$ cat src/rtl/fetch_stage.sv
// fetch_stage
//   Instruction-fetch stage sitting right after the PC register. Reads the
//   current PC, issues a read to the instruction cache and holds it until the
//   response, and tells the PC register what to load next: pc+4 after a
//   completed fetch, or the redirect target. Fetched words land in the IF/ID
//   register; a one-entry skid buffer absorbs a response that arrives while
//   decode is stalled. A redirect flushes IF/ID and the skid, and cancels an
//   outstanding cache read by draining its response (DROP state).
// Ports
//   clk, rst                 clock, synchronous active-high reset
//   pc_in                    current PC from the PC register
//   pc_load, pc_next         load strobe / value for the PC register
//   imem_read, imem_address  I-cache request (held until imem_resp)
//   imem_resp, imem_rdata    I-cache one-cycle completion and data
//   stall_in                 decode cannot accept IF/ID this cycle
//   redirect_valid/_target   one-cycle flush and new PC from a later stage
//   if_valid, if_pc, if_instr  IF/ID register contents
module fetch_stage #(
  parameter int unsigned        WIDTH = 32,
  parameter logic [WIDTH-1:0]   NOP   = 32'h00000013
) (
  input  logic             clk,
  input  logic             rst,
  input  logic [WIDTH-1:0] pc_in,
  output logic             pc_load,
  output logic [WIDTH-1:0] pc_next,
  output logic             imem_read,
  output logic [WIDTH-1:0] imem_address,
  input  logic             imem_resp,
  input  logic [WIDTH-1:0] imem_rdata,
  input  logic             stall_in,
  input  logic             redirect_valid,
  input  logic [WIDTH-1:0] redirect_target,
  output logic             if_valid,
  output logic [WIDTH-1:0] if_pc,
  output logic [WIDTH-1:0] if_instr
);

  typedef enum logic [1:0] {
    FETCH = 2'd0,
    HOLD  = 2'd1,
    DROP  = 2'd2
  } state_t;

  localparam logic [WIDTH-1:0] PC_STEP = WIDTH'(4);

  state_t           state_reg;
  logic [WIDTH-1:0] addr_reg;
  logic [WIDTH-1:0] skid_pc_reg;
  logic [WIDTH-1:0] skid_instr_reg;
  logic             if_valid_reg;
  logic [WIDTH-1:0] if_pc_reg;
  logic [WIDTH-1:0] if_instr_reg;
  logic             slot_free;

  assign slot_free = !if_valid_reg || !stall_in;

  // The cache handshake and PC-register strobe have to react in the same
  // cycle as imem_resp / redirect_valid, so they are decoded combinationally
  // from the registered state.
  always_comb begin
    imem_read    = 1'b0;
    imem_address = addr_reg;
    pc_load      = 1'b0;
    pc_next      = pc_in + PC_STEP;
    if (!rst) begin
      case (state_reg)
        FETCH: begin
          imem_read    = 1'b1;
          imem_address = pc_in;
          pc_load      = imem_resp;
        end
        DROP: begin
          // Keep presenting the cancelled request until its response drains.
          imem_read    = 1'b1;
          imem_address = addr_reg;
        end
        default: ;
      endcase
      if (redirect_valid) begin
        pc_load = 1'b1;
        pc_next = redirect_target;
      end
    end
  end

  always_ff @(posedge clk) begin
    if (rst) begin
      state_reg      <= FETCH;
      addr_reg       <= '0;
      skid_pc_reg    <= '0;
      skid_instr_reg <= '0;
      if_valid_reg   <= 1'b0;
      if_pc_reg      <= '0;
      if_instr_reg   <= NOP;
    end else begin
      // Track the address of the read currently on the bus, so a redirect
      // arriving mid-read knows which request it must drain.
      if (state_reg == FETCH) begin
        addr_reg <= pc_in;
      end
      if (redirect_valid) begin
        if_valid_reg <= 1'b0;
        if_instr_reg <= NOP;
        case (state_reg)
          FETCH:   state_reg <= imem_resp ? FETCH : DROP;
          HOLD:    state_reg <= FETCH;   // leaving HOLD empties the skid
          default: state_reg <= DROP;
        endcase
      end else begin
        case (state_reg)
          FETCH: begin
            if (imem_resp) begin
              if (slot_free) begin
                if_valid_reg <= 1'b1;
                if_pc_reg    <= pc_in;
                if_instr_reg <= imem_rdata;
              end else begin
                skid_pc_reg    <= pc_in;
                skid_instr_reg <= imem_rdata;
                state_reg      <= HOLD;
              end
            end else if (slot_free) begin
              if_valid_reg <= 1'b0;
            end
          end
          HOLD: begin
            if (slot_free) begin
              if_valid_reg <= 1'b1;
              if_pc_reg    <= skid_pc_reg;
              if_instr_reg <= skid_instr_reg;
              state_reg    <= FETCH;
            end
          end
          default: begin
            if (slot_free) begin
              if_valid_reg <= 1'b0;
            end
            if (imem_resp) begin
              state_reg <= FETCH;
            end
          end
        endcase
      end
    end
  end

  assign if_valid = if_valid_reg;
  assign if_pc    = if_pc_reg;
  assign if_instr = if_instr_reg;

endmodule

$ cat config.mk
export PLATFORM = sky130hd
export DESIGN_NAME = fetch_stage
export DESIGN_NICKNAME = d
export VERILOG_FILES = /design/src/rtl/fetch_stage.sv
export SDC_FILE = /design/constraint.sdc
export NUM_CORES = 1
export LEC_CHECK = 0
export BUFFER_PORTS_ARGS = -buffer_cell sky130_fd_sc_hd__buf_2
export CAP_MARGIN = 5
export CORE_ASPECT_RATIO = 1.5
export CORE_UTILIZATION = 50
export CTS_BUF_LIST = sky130_fd_sc_hd__clkbuf_8
export DETAILED_ROUTE_END_ITERATION = 8
export PLACE_DENSITY = 0.78
export SLEW_MARGIN = 20
export SYNTH_ARGS = -nofsm -noshare
export SYNTH_HDL_FRONTEND = slang
export SYNTH_SLANG_ARGS = --single-unit
export TNS_END_PERCENT = 5
$ cat constraint.sdc
create_clock -name clk -period 2.39 [get_ports clk]
set_input_delay 0.239 -clock clk [delete_from_list [all_inputs] [get_ports clk]]
set_output_delay 0.239 -clock clk [all_outputs]
set_load 0.02 [all_outputs]
# Yosys cells after proc, flatten, opt, wreduce, memory -nomap -nowiden
# Cells that the tools add are included.
[op_classes]
add_sub_neg = 1
n_eq_ne = 8
muxes = 29
bitwise = 2
n_reduce_logical = 12
[ops]
columns = ["cell", "count"]
rows = [
  ["two-way mux 32 bit", 10],
  ["case mux 32 bit (2 select lines)", 2],
  ["adder 32 x 3 -> 32 bit (second input constant)", 1],
  ["two-way mux 2 bit", 6],
  ["AND reduction 4 bit", 3],
  ["!= test 3 bit (second input constant)", 3],
  ["two-way mux 1 bit", 8],
  ["case mux 2 bit (2 select lines)", 2],
  ["!= test 2 bit (second input constant)", 3],
  ["AND reduction 5 bit", 1],
  ["OR reduction 2 bit", 2],
  ["nonzero test 3 bit", 1],
  ["equality test 2 x 1 -> 1 bit (second input constant)", 1],
  ["equality test 2 bit (second input constant)", 1],
  ["logical NOT 1 bit", 2],
  ["logical NOT 2 bit", 1],
  ["inverter 1 bit", 2],
  ["case mux 1 bit (2 select lines)", 1],
  ["nonzero test 2 bit", 1],
  ["logical OR 1 bit", 1],
]
[word_totals]
ff_bits = 163
inputBits = 101
out_inout_bits = 131

# Logic depth before layout (Yosys ltp)
# Gate-level depths: netlist of the first run.
[logic_depth]
ltp_word = 6
depth_mapped = 8
ltp_nobuf = 5

# Worst setup path before layout of the first run
# OpenSTA, ideal clock, no wires.
[synth_path]
kind = "input port to output port"
startpoint = "input pc_in[4]"
endpoint = "output pc_next[31]"
arrival_time_ns = 1.936
setup_slack_ns = 0.215
stages = 6
n_path_buf = 2
path_cell_list = "clkbuf_8 -> and4_4 -> or3b_1 -> buf_2 -> or4_1 -> a31oi_1"
[synth_between]
elab_chain_cells = 3
[synth_lines]
columns = ["element", "line_no", "text"]
rows = [
  ["from (decl)", "24", "input logic [WIDTH-1:0] pc_in,"],
  ["adder 32 x 3 -> 32 bit (*)", "65", "pc_next = pc_in + PC_STEP;"],
  ["two-way mux 32 bit", "80", "if (redirect_valid) begin"],
  ["two-way mux 32 bit (*)", "66", "if (!rst) begin"],
  ["to (decl)", "26", "output logic [WIDTH-1:0] pc_next,"],
]
# Every way passes the cells marked *; elsewhere a longest branch is shown, timed or not.

# Worst setup path in the final report of the first run
[layout_path]
startpoint = "register state_reg[0]"
endpoint = "output imem_address[14]"
[layout_between]
elab_chain_cells = 3
[layout_lines]
columns = ["element", "line_no", "text"]
rows = [
  ["from (decl)", "47", "state_t state_reg;"],
  ["from (signal assigned)", "106", "FETCH: state_reg <= imem_resp ? FETCH : DROP;"],
  ["logical NOT 2 bit", "67", "case (state_reg)"],
  ["two-way mux 32 bit", "--", ""],
  ["two-way mux 32 bit", "66", ""],
  ["to (decl)", "28", "output logic [WIDTH-1:0] imem_address,"],
]
# No other way between the ends.

==> results of run 1 <==
-- routing by layer --
metal,track usage,part of all wire,vias up
li1,-,-,3679
met1,0.323,0.40,3430
met2,0.486,0.52,270
met3,0.0517,0.056,49
met4,0.114,0.031,0
met5,0,0,-
-- through the flow --
| step | setup slack, ns | hold slack (ns) | cell area [um2] |
|---|---|---|---|
| 2_1_floorplan | 0.215 | 0.375 | 7640 |
| 3_3_place_gp | 0.147 | 0.437 | 9080 |
| 3_5_place_dp | 0.166 | 0.443 | 9080 |
| 4_1_cts | 0.0394 | 0.0112 | 9500 |
| 5_1_grt | 0.00710 | 0.00308 | 9520 |
| 6_report | 0.0980 | 0.0329 | 9520 |
-- placed cells by master, fill, tap and decap left out, drive strengths merged, types with 2 or more instances in the layout --
master | synthesis | layout
buf | 27 | 275
nand2 | 226 | 226
dfxtp | 163 | 163
a21oi | 97 | 97
nor2 | 84 | 84
mux2i | 64 | 64
a211oi | 62 | 62
mux2 | 33 | 33
o21ai | 17 | 17
clkbuf | 61 | 17
a31oi | 16 | 16
nand4 | 11 | 11
nand3 | 10 | 10
o31ai | 10 | 10
or4 | 10 | 10
xor2 | 10 | 10
inv | 1 | 8
or3 | 6 | 6
and3 | 5 | 5
o211ai | 4 | 4
nand2b | 4 | 4
clkinv | 0 | 4
clkinvlp | 0 | 3
and4 | 3 | 3
xnor2 | 2 | 2
or2 | 2 | 2
nor3 | 2 | 2
-- power groups by stage --
stage,clock network [mW],registers (mW),logic [mW]
floorplan,0,3.02,0.624
global placement,0,2.94,1.12
detailed placement,0,2.95,1.13
CTS,2.11,2.88,1.14
global route,2.23,2.90,1.24
finish,2.06,2.88,1.14
-- cells by family (layout without fill, tap and decap cells) --
family	Yosys count	in the layout	share of synthesized area
AND/OR/NAND/NOR	367	367	0.201
AO/OA/AOI/OAI	210	210	0.169
flip-flops	163	163	0.427
multiplexers	97	97	0.132
buffers and inverters	89	308	0.0547
XOR/XNOR	12	12	0.0138
adder cells (fa/ha/maj)	1	1	0.00164
other	0	1	0
-- critical path, cell delays in order (launching register included) --
cell,delay (ns)
dfxtp_1,0.39
or2_2,0.35
nor2_4,0.14
buf_12,0.19
mux2_2,0.36
buf_2,0.16
-- worst paths after layout --
check / startpoint / endpoint / slack (ns) / cells after the start
min reg2reg: skid_instr_reg[26]$_SDFFE_PP0P_ / skid_instr_reg[26]$_SDFFE_PP0P_ / 0.45 / 2
min: imem_rdata[14] / skid_instr_reg[14]$_SDFFE_PP0P_ / 0.03 / 3
max reg2reg: state_reg[0]$_SDFFE_PP0P_ / skid_pc_reg[30]$_SDFFE_PP0P_ / 0.50 / 6
max: state_reg[0]$_SDFFE_PP0P_ / imem_address[14] / 0.1 / 5
-- cell type report --
| class | instances | area [um2] | share of cell area |
|---|---|---|---|
| clock buffer | 17 | 234 | 0.0246 |
| tap | 199 | 249 | 0.0262 |
| inverter | 1 | 3.75 | 0.000394 |
| clock inverter | 15 | 184 | 0.0193 |
| antenna | 1 | 2.50 | 0.000263 |
| multi-input combinational | 687 | 4000 | 0.420 |
| sequential | 163 | 3260 | 0.343 |
| timing repair buffer | 275 | 1580 | 0.166 |
-- timing repair --
action / in CTS / in global routing
resized for setup: 1 / 3
setup buffers: 0 / 0
gates cloned: 0 / 0
hold buffers: 0 / 0
endpoints found under the setup margin: 21 / 26
==> results.json, run 1 <==
{
  "crit_fanout": 21,
  "hold_viol": 0,
  "synth_top_area_share": 0.427,
  "area_growth_pct": 24.5,
  "ys_warn_count": 0,
  "post-synth-top-count-cell": "nand2_1",
  "hold_path.class": "primary input to flip-flop",
  "synthCells": 939,
  "placedCellCount": 1325,
  "setup_tns_ns": 0,
  "fin_crit_sh": 0.959,
  "p_clk_frac": 0.338,
  "grt_usage": 0.277,
  "port_buffers": 231,
  "outcome": "finished clean",
  "overflow": 0,
  "synth_async_sr_flop_share": 0,
  "worstPathRequired_ns": 2.15,
  "clk_pin_slew_ns": 0.10,
  "first_global_vias": 6809,
  "cts_buffers": 17,
  "total_power_mw": 6.09,
  "cts.htree.levels": 4,
  "cts_tree": "yes",
  "synth-edff-count": 0,
  "die_area_um2": 15800,
  "setup.worst_path.start_class": "flip-flop",
  "synth_common_cells": "nand2_1 (226), dfxtp_1 (163), a21oi_1 (97)",
  "leakage_nw": 4.37,
  "endpoint_kind": "primary output",
  "worstSetupPathType": "flip-flop to primary output",
  "arrival_ns": 2.05,
  "seqPwrFrac": 0.474,
  "io-pin-count": 232,
  "fill_cells": 1333,
  "max_slew.worst_pin.slew_ns": 0.797,
  "instances_no_fill": 1358,
  "synth_cell_types": 41,
  "clkLatencyLatePin_ns": 0.45,
  "swShare": 0.319,
  "vias": 7428,
  "fin_nets": 1247,
  "finalSetupViolCount": 0,
  "grt_pass1_wl_um": 34000,
  "p_int_mw": 4.15,
  "netlist_area_um2": 7640,
  "vdd_drop_max_mv": 0.476,
  "maxSlewHeadroom": 0.469,
  "drv_slew": 0,
  "powerDensity_nw_per_um2": 639,
  "synth_nets": 1041,
  "fp.dieH_um": 153,
  "pwr-share-comb": 0.188,
  "synthTopCellsByArea": "dfxtp_1 (43%), nand2_1 (11%), mux2i_1 (8.4%), a21oi_1 (6.4%), a211oi_1 (6.1%)",
  "drc": 0,
  "die_x_um": 103,
  "clk_path_buf_depth": 2,
  "synth-seq-area-share": 0.427,
  "post-dp-hpwl_um": 15400,
  "synth_ff_type": "dfxtp_1",
  "antenna_found_initial": 1,
  "routed_wl_um": 21800,
  "p_sw_mw": 1.94,
  "vias_per_cell": 5.47,
  "start_util": 0.510,
  "antenna_left": 0,
  "maxCapViolCount": 0,
  "synth_seq_cells": 163,
  "final.min_clock_period_ns": 2.29,
  "grt_start_max_net_pins": 77,
  "coreArea_um2": 15000,
  "drt_iter0_drc": 302,
  "gp_congestion": 0.834,
  "synth_top_cell_by_area": "dfxtp_1",
  "clock_sinks": 163,
  "final_util": 0.635,
  "cts-root-buf": "clkbuf_8",
  "rows": 55,
  "drive_gt1_frac": 0.303,
  "finalClockSkew_ns": 0.0230,
  "rsz0062_at_grt": "no",
  "syn_area_per_cell_um2": 8.14,
  "fmax_mhz": 436,
  "drtPass1Iterations": 5,
  "avgRoutedWirePerCell_um": 16.1
}
No activity file was read; power rests on OpenSTA's default activity.
==> run 2: changes to the inputs <==
--- a/config.mk
+++ b/config.mk
@@ -9,7 +9,6 @@
 export CAP_MARGIN = 5
 export CORE_ASPECT_RATIO = 1.5
 export CORE_UTILIZATION = 50
-export CTS_BUF_LIST = sky130_fd_sc_hd__clkbuf_8
 export DETAILED_ROUTE_END_ITERATION = 8
 export PLACE_DENSITY = 0.78
 export SLEW_MARGIN = 20
==> results.json, run 2 (synthesis results as in run 1) <==
{
  "cp_cell_sequence": "or2_2 -> nor2_4 -> buf_6 -> mux2_2 -> buf_2",
  "cts.htree.levels": 4,
  "drive_gt1_frac": 0.303,
  "stdcell_area_um2": 9700,
  "multi_input_area_um2": 4000,
  "vias_per_cell": 5.47,
  "routed_wl_um": 22100,
  "leakage_nw": 4.45,
  "fin_crit_sh": 0.957,
  "io-pin-count": 232,
  "antenna_found_initial": 0,
  "area_growth_pct": 26.8,
  "finalClockSkew_ns": 0.0160,
  "seq_area_um2": 3260,
  "pwr-share-comb": 0.168,
  "start_util": 0.510,
  "setup_tns_ns": 0,
  "powerDensity_nw_per_um2": 701,
  "setup.worst_path.start_class": "flip-flop",
  "antenna_left": 0,
  "rows": 55,
  "crit_fanout": 21,
  "endpoint_kind": "primary output",
  "grt_usage": 0.279,
  "clk_path_buf_depth": 2,
  "clock_sinks": 163,
  "vdd_drop_max_mv": 0.466,
  "max_slew.worst_pin.slew_ns": 0.798,
  "avgRoutedWirePerCell_um": 16.3,
  "fp.dieH_um": 153,
  "final.min_clock_period_ns": 2.29,
  "cts_setup_buffers": 0,
  "post-dp-hpwl_um": 15400,
  "outcome": "finished clean",
  "cts-root-buf": "clkbuf_16",
  "maxSlewHeadroom": 0.468,
  "hold_viol": 0,
  "arrival_ns": 2.05,
  "vias": 7422,
  "finalSetupViolCount": 0,
  "fin_nets": 1247,
  "clk_pin_slew_ns": 0.07,
  "p_sw_mw": 2.04,
  "die_x_um": 103,
  "drtPass1Iterations": 4,
  "fill_cells": 1295,
  "cts_buffers": 17,
  "gp_congestion": 0.834,
  "worst-path-buf-inv": 2,
  "grt_pass1_wl_um": 34200,
  "hold_path.class": "primary input to flip-flop",
  "first_global_vias": 6886,
  "antennaDiodeCount": 0,
  "swShare": 0.301,
  "worstPathRequired_ns": 2.15,
  "port_buffers": 231,
  "cts_tree": "yes",
  "worstSetupPathType": "flip-flop to primary output",
  "p_int_mw": 4.76,
  "placed_area_um2": 9080,
  "rsz0062_at_grt": "no",
  "mostFrequentLayoutCells": "buf_2 (230), nand2_1 (226), dfxtp_1 (163)",
  "crit_family": "simple AND/OR/NAND/NOR gates",
  "drt_iter0_drc": 314,
  "overflow": 0,
  "worst_path_max_delay_cell": "dfxtp_1",
  "p_clk_frac": 0.408,
  "drv_slew": 0,
  "clkLatencyLatePin_ns": 0.42,
  "fmax_mhz": 437,
  "slowest_delay_ns": 0.38,
  "coreArea_um2": 15000,
  "seqPwrFrac": 0.424,
  "maxCapViolCount": 0,
  "drc": 0,
  "grt_start_max_net_pins": 77,
  "die_area_um2": 15800,
  "layout_commonest_cell": "buf_2"
}
-- run 2: power groups by stage --
| stage | registers [mW] | logic (mW) | clock network, mW |
|---|---|---|---|
| after CTS | 2.88 | 1.14 | 2.80 |
| after detailed placement | 2.95 | 1.13 | 0 |
| after floorplan | 3.02 | 0.624 | 0 |
| final | 2.88 | 1.14 | 2.77 |
| after global routing | 2.90 | 1.23 | 2.92 |
| after global placement | 2.94 | 1.12 | 0 |
-- run 2: per-layer routing --
metal,wire length (um),share of wire,vias to the layer above,GRT usage
met4,609,0.028,0,0.106
li1,-,-,3670,-
met1,8710,0.39,3423,0.321
met3,1330,0.060,42,0.0466
met2,11500,0.52,287,0.503
met5,0,0,-,0
-- run 2: what timing repair did --
item | 4_1_cts | 5_1_grt
endpoints found under the hold margin | 0 | 0
hold buffers | 0 | 0
resized for setup | 0 | 1
setup endpoints to repair | 0 | 21
-- run 2: tightest hold or removal path: stages --
cell     delay, ns
buf_2         0.10
nand2_1       0.05
a21oi_1       0.05
-- run 2: path summary, 6_finish.rpt --
check	start	endpoint	slack [ns]	cells after the start
worst max-delay path	state_reg[0]$_SDFFE_PP0P_	imem_address[14]	0.10	5
worst min-delay path	imem_rdata[14]	skid_instr_reg[14]$_SDFFE_PP0P_	0.07	3
worst min register to register	skid_pc_reg[24]$_SDFFE_PP0P_	skid_pc_reg[24]$_SDFFE_PP0P_	0.45	2
worst max register to register	state_reg[0]$_SDFFE_PP0P_	skid_pc_reg[25]$_SDFFE_PP0P_	0.52	6
-- run 2: layout make-up --
type | instances | share of cell area
inverters | 1 | 0.000387
multi-input cells | 687 | 0.413
clock buffers | 17 | 0.0439
well taps | 199 | 0.0257
repair buffers | 275 | 0.162
flip-flops and latches | 163 | 0.337
clock inverters | 15 | 0.0190
-- run 2: per-stage QoR --
stage	worst slack, ns	utilization	total power [mW]	cells	hold slack [ns]
after floorplan	0.215	-	3.65	939	0.375
final	0.103	0.646	6.80	1357	0.0665
after detailed placement	0.166	0.605	4.08	1325	0.443
after CTS	0.0121	0.646	6.83	1357	0.0527
after global routing	0.0242	0.646	7.06	1357	0.0613
after global placement	0.147	0.605	4.06	1325	0.437
==> run 3: changes to the inputs <==
--- a/config.mk
+++ b/config.mk
@@ -5,12 +5,13 @@
 export SDC_FILE = /design/constraint.sdc
 export NUM_CORES = 1
 export LEC_CHECK = 0
+export ABC_AREA = 1
 export BUFFER_PORTS_ARGS = -buffer_cell sky130_fd_sc_hd__buf_2
 export CAP_MARGIN = 5
 export CORE_ASPECT_RATIO = 1.5
 export CORE_UTILIZATION = 50
 export DETAILED_ROUTE_END_ITERATION = 8
-export PLACE_DENSITY = 0.78
+export PLACE_DENSITY = 0.77
 export SLEW_MARGIN = 20
 export SYNTH_ARGS = -nofsm -noshare
 export SYNTH_HDL_FRONTEND = slang
==> results.json, run 3 <==
{
  "outcome": "finished clean",
  "grt_pass1_wl_um": 37000,
  "finalClockSkew_ns": 0.0104,
  "die_area_um2": 16500,
  "synth_top_cell_by_area": "dfxtp_1",
  "routed_wl_um": 23200,
  "coreArea_um2": 15600,
  "fill_cells": 1521,
  "drt_iter0_drc": 393,
  "finalSetupViolCount": 0,
  "antenna_found_initial": 2,
  "synth.area.mux_share": 0,
  "synthAdderAreaFrac": 0.00157,
  "syn_area_per_cell_um2": 6.54,
  "final.min_clock_period_ns": 2.05,
  "crit_fanout": 32,
  "cts_buffers": 17,
  "cts_resized": 0,
  "clkLatencyLatePin_ns": 0.42,
  "clock_sinks": 163,
  "layout_commonest_cell": "nor2_1",
  "antenna_left": 0,
  "synth-edff-count": 0,
  "max_slew.worst_pin.slew_ns": 0.944,
  "fmax_mhz": 488,
  "arrival_ns": 2.40,
  "overflow": 0,
  "setup_tns_ns": 0,
  "cts.htree.levels": 4,
  "synthTopCellsByArea": "dfxtp_1 (41%), nor2_1 (13%), nand2_1 (11%), o21ai_0 (9.2%), a211oi_1 (5.4%)",
  "endpoint_kind": "flip-flop",
  "first_global_vias": 7609,
  "worstSetupPathType": "flip-flop to flip-flop",
  "crit_family": "buffers and inverters",
  "fin_crit_sh": 0.858,
  "netlist_area_um2": 7990,
  "maxCapViolCount": 0,
  "vdd_drop_max_mv": 0.508,
  "synth-seq-area-share": 0.408,
  "placedCellCount": 1600,
  "synth_seq_cells": 163,
  "synth_ff_type": "dfxtp_1",
  "vias_per_cell": 5.24,
  "drc": 0,
  "worstPathRequired_ns": 2.74,
  "fin_nets": 1518,
  "synth-simple-area-share": 0.301,
  "area_growth_pct": 24.3,
  "synth_cell_types": 26,
  "maxSlewHeadroom": 0.370,
  "cts_tree": "yes",
  "slowest_delay_ns": 0.69,
  "multi_input_area_um2": 4010,
  "post-dp-hpwl_um": 16600,
  "start_util": 0.512,
  "whs_ns": 0.0631,
  "drv_slew": 0,
  "drive_gt1_frac": 0.210,
  "synth_top_family_by_area": "simple AND/OR/NAND/NOR gates",
  "gp_congestion": 0.914,
  "grt_usage": 0.281,
  "instances_no_fill": 1634,
  "ys_warn_count": 0,
  "worst_path_max_delay_cell": "inv_1",
  "cts_setup_buffers": 0,
  "hold_path.class": "primary input to flip-flop",
  "drtPass1Iterations": 5,
  "rows": 56,
  "clk_path_buf_depth": 2,
  "powerDensity_nw_per_um2": 758,
  "synth_async_sr_flop_share": 0,
  "clk_pin_slew_ns": 0.07,
  "synth_compound_area_frac": 0.190,
  "setup.worst_path.start_class": "flip-flop",
  "io-pin-count": 232,
  "synth_common_cells": "nor2_1 (279), nand2_1 (225), dfxtp_1 (163)",
  "hold_viol": 0,
  "synth-xor-area-share": 0.00657,
  "die_x_um": 105,
  "port_buffers": 231,
  "ctsHoldBuffers": 0,
  "cts-root-buf": "clkbuf_16",
  "seq_area_um2": 3260,
  "post-synth-top-count-cell": "nor2_1",
  "mostFrequentLayoutCells": "nor2_1 (277), buf_2 (230), nand2_1 (224)",
  "fp.dieH_um": 157,
  "synth_top_area_share": 0.408,
  "vias": 8568,
  "worst-path-buf-inv": 2,
  "rsz0062_at_grt": "no",
  "avgRoutedWirePerCell_um": 14.2,
  "synth_nets": 1324,
  "leakage_nw": 4.45,
  "synthCells": 1222,
  "final_util": 0.636,
  "cp_cell_sequence": "inv_2 -> o21ai_1 -> nor2_4 -> nand2_1 -> inv_1 -> o21ai_0 -> nor2_1",
  "grt_start_max_net_pins": 64
}
-- run 3: final timing paths --
check,start,depth (start not counted),endpoint,slack (ns)
min reg2reg,if_instr[4]$_SDFFE_PP1P_,2,if_instr[4]$_SDFFE_PP1P_,0.46
min,imem_rdata[28],3,skid_instr_reg[28]$_SDFFE_PP0P_,0.06
max reg2reg,state_reg[1]$_SDFFE_PP0P_,7,if_pc[8]$_SDFFE_PP0P_,0.34
max,state_reg[1]$_SDFFE_PP0P_,7,if_pc[8]$_SDFFE_PP0P_,0.34
-- run 3: final cells by class --
class / count / area share
inverter: 110 / 0.0416
clock buffer: 18 / 0.0432
timing repair buffer: 251 / 0.138
multi-input combinational: 873 / 0.403
sequential: 163 / 0.328
tap: 203 / 0.0256
antenna: 2 / 0.000504
clock inverter: 14 / 0.0195
-- run 3: report_power, final --
group,total [mW],switching (mW),leakage [nW],internal [mW]
sequential,2.99,0.0864,1.33,2.90
combinational,1.64,1.13,2.82,0.508
clock,2.90,1.21,0.305,1.69
-- run 3: kinds of logic after synthesis --
kind of cell	count (synthesis)
AO/OA/AOI/OAI	270
AND/OR/NAND/NOR	596
adder cells (fa/ha/maj)	1
buffers and inverters	186
flip-flops	163
XOR/XNOR	6
-- run 3: worst min-delay path: stages --
cell and delay [ns]:
buf_2 0.08, a21oi_1 0.05, nor2_1 0.07
-- run 3: stage by stage --
step	area, um2	total power, mW	worst slack (ns)
5_1_grt	9940	7.88	0.0735
4_1_cts	9930	7.59	0.287
3_3_place_gp	9310	4.67	0.408
3_5_place_dp	9310	4.69	0.348
6_report	9940	7.53	0.340
2_1_floorplan	7990	4.08	0.573
-- run 3: per-layer routing --
metal,part of all wire,vias up,global-route usage
met5,0,-,0
met4,0.043,0,0.148
met3,0.053,61,0.0346
met2,0.50,299,0.494
met1,0.40,3850,0.332
li1,-,4358,-
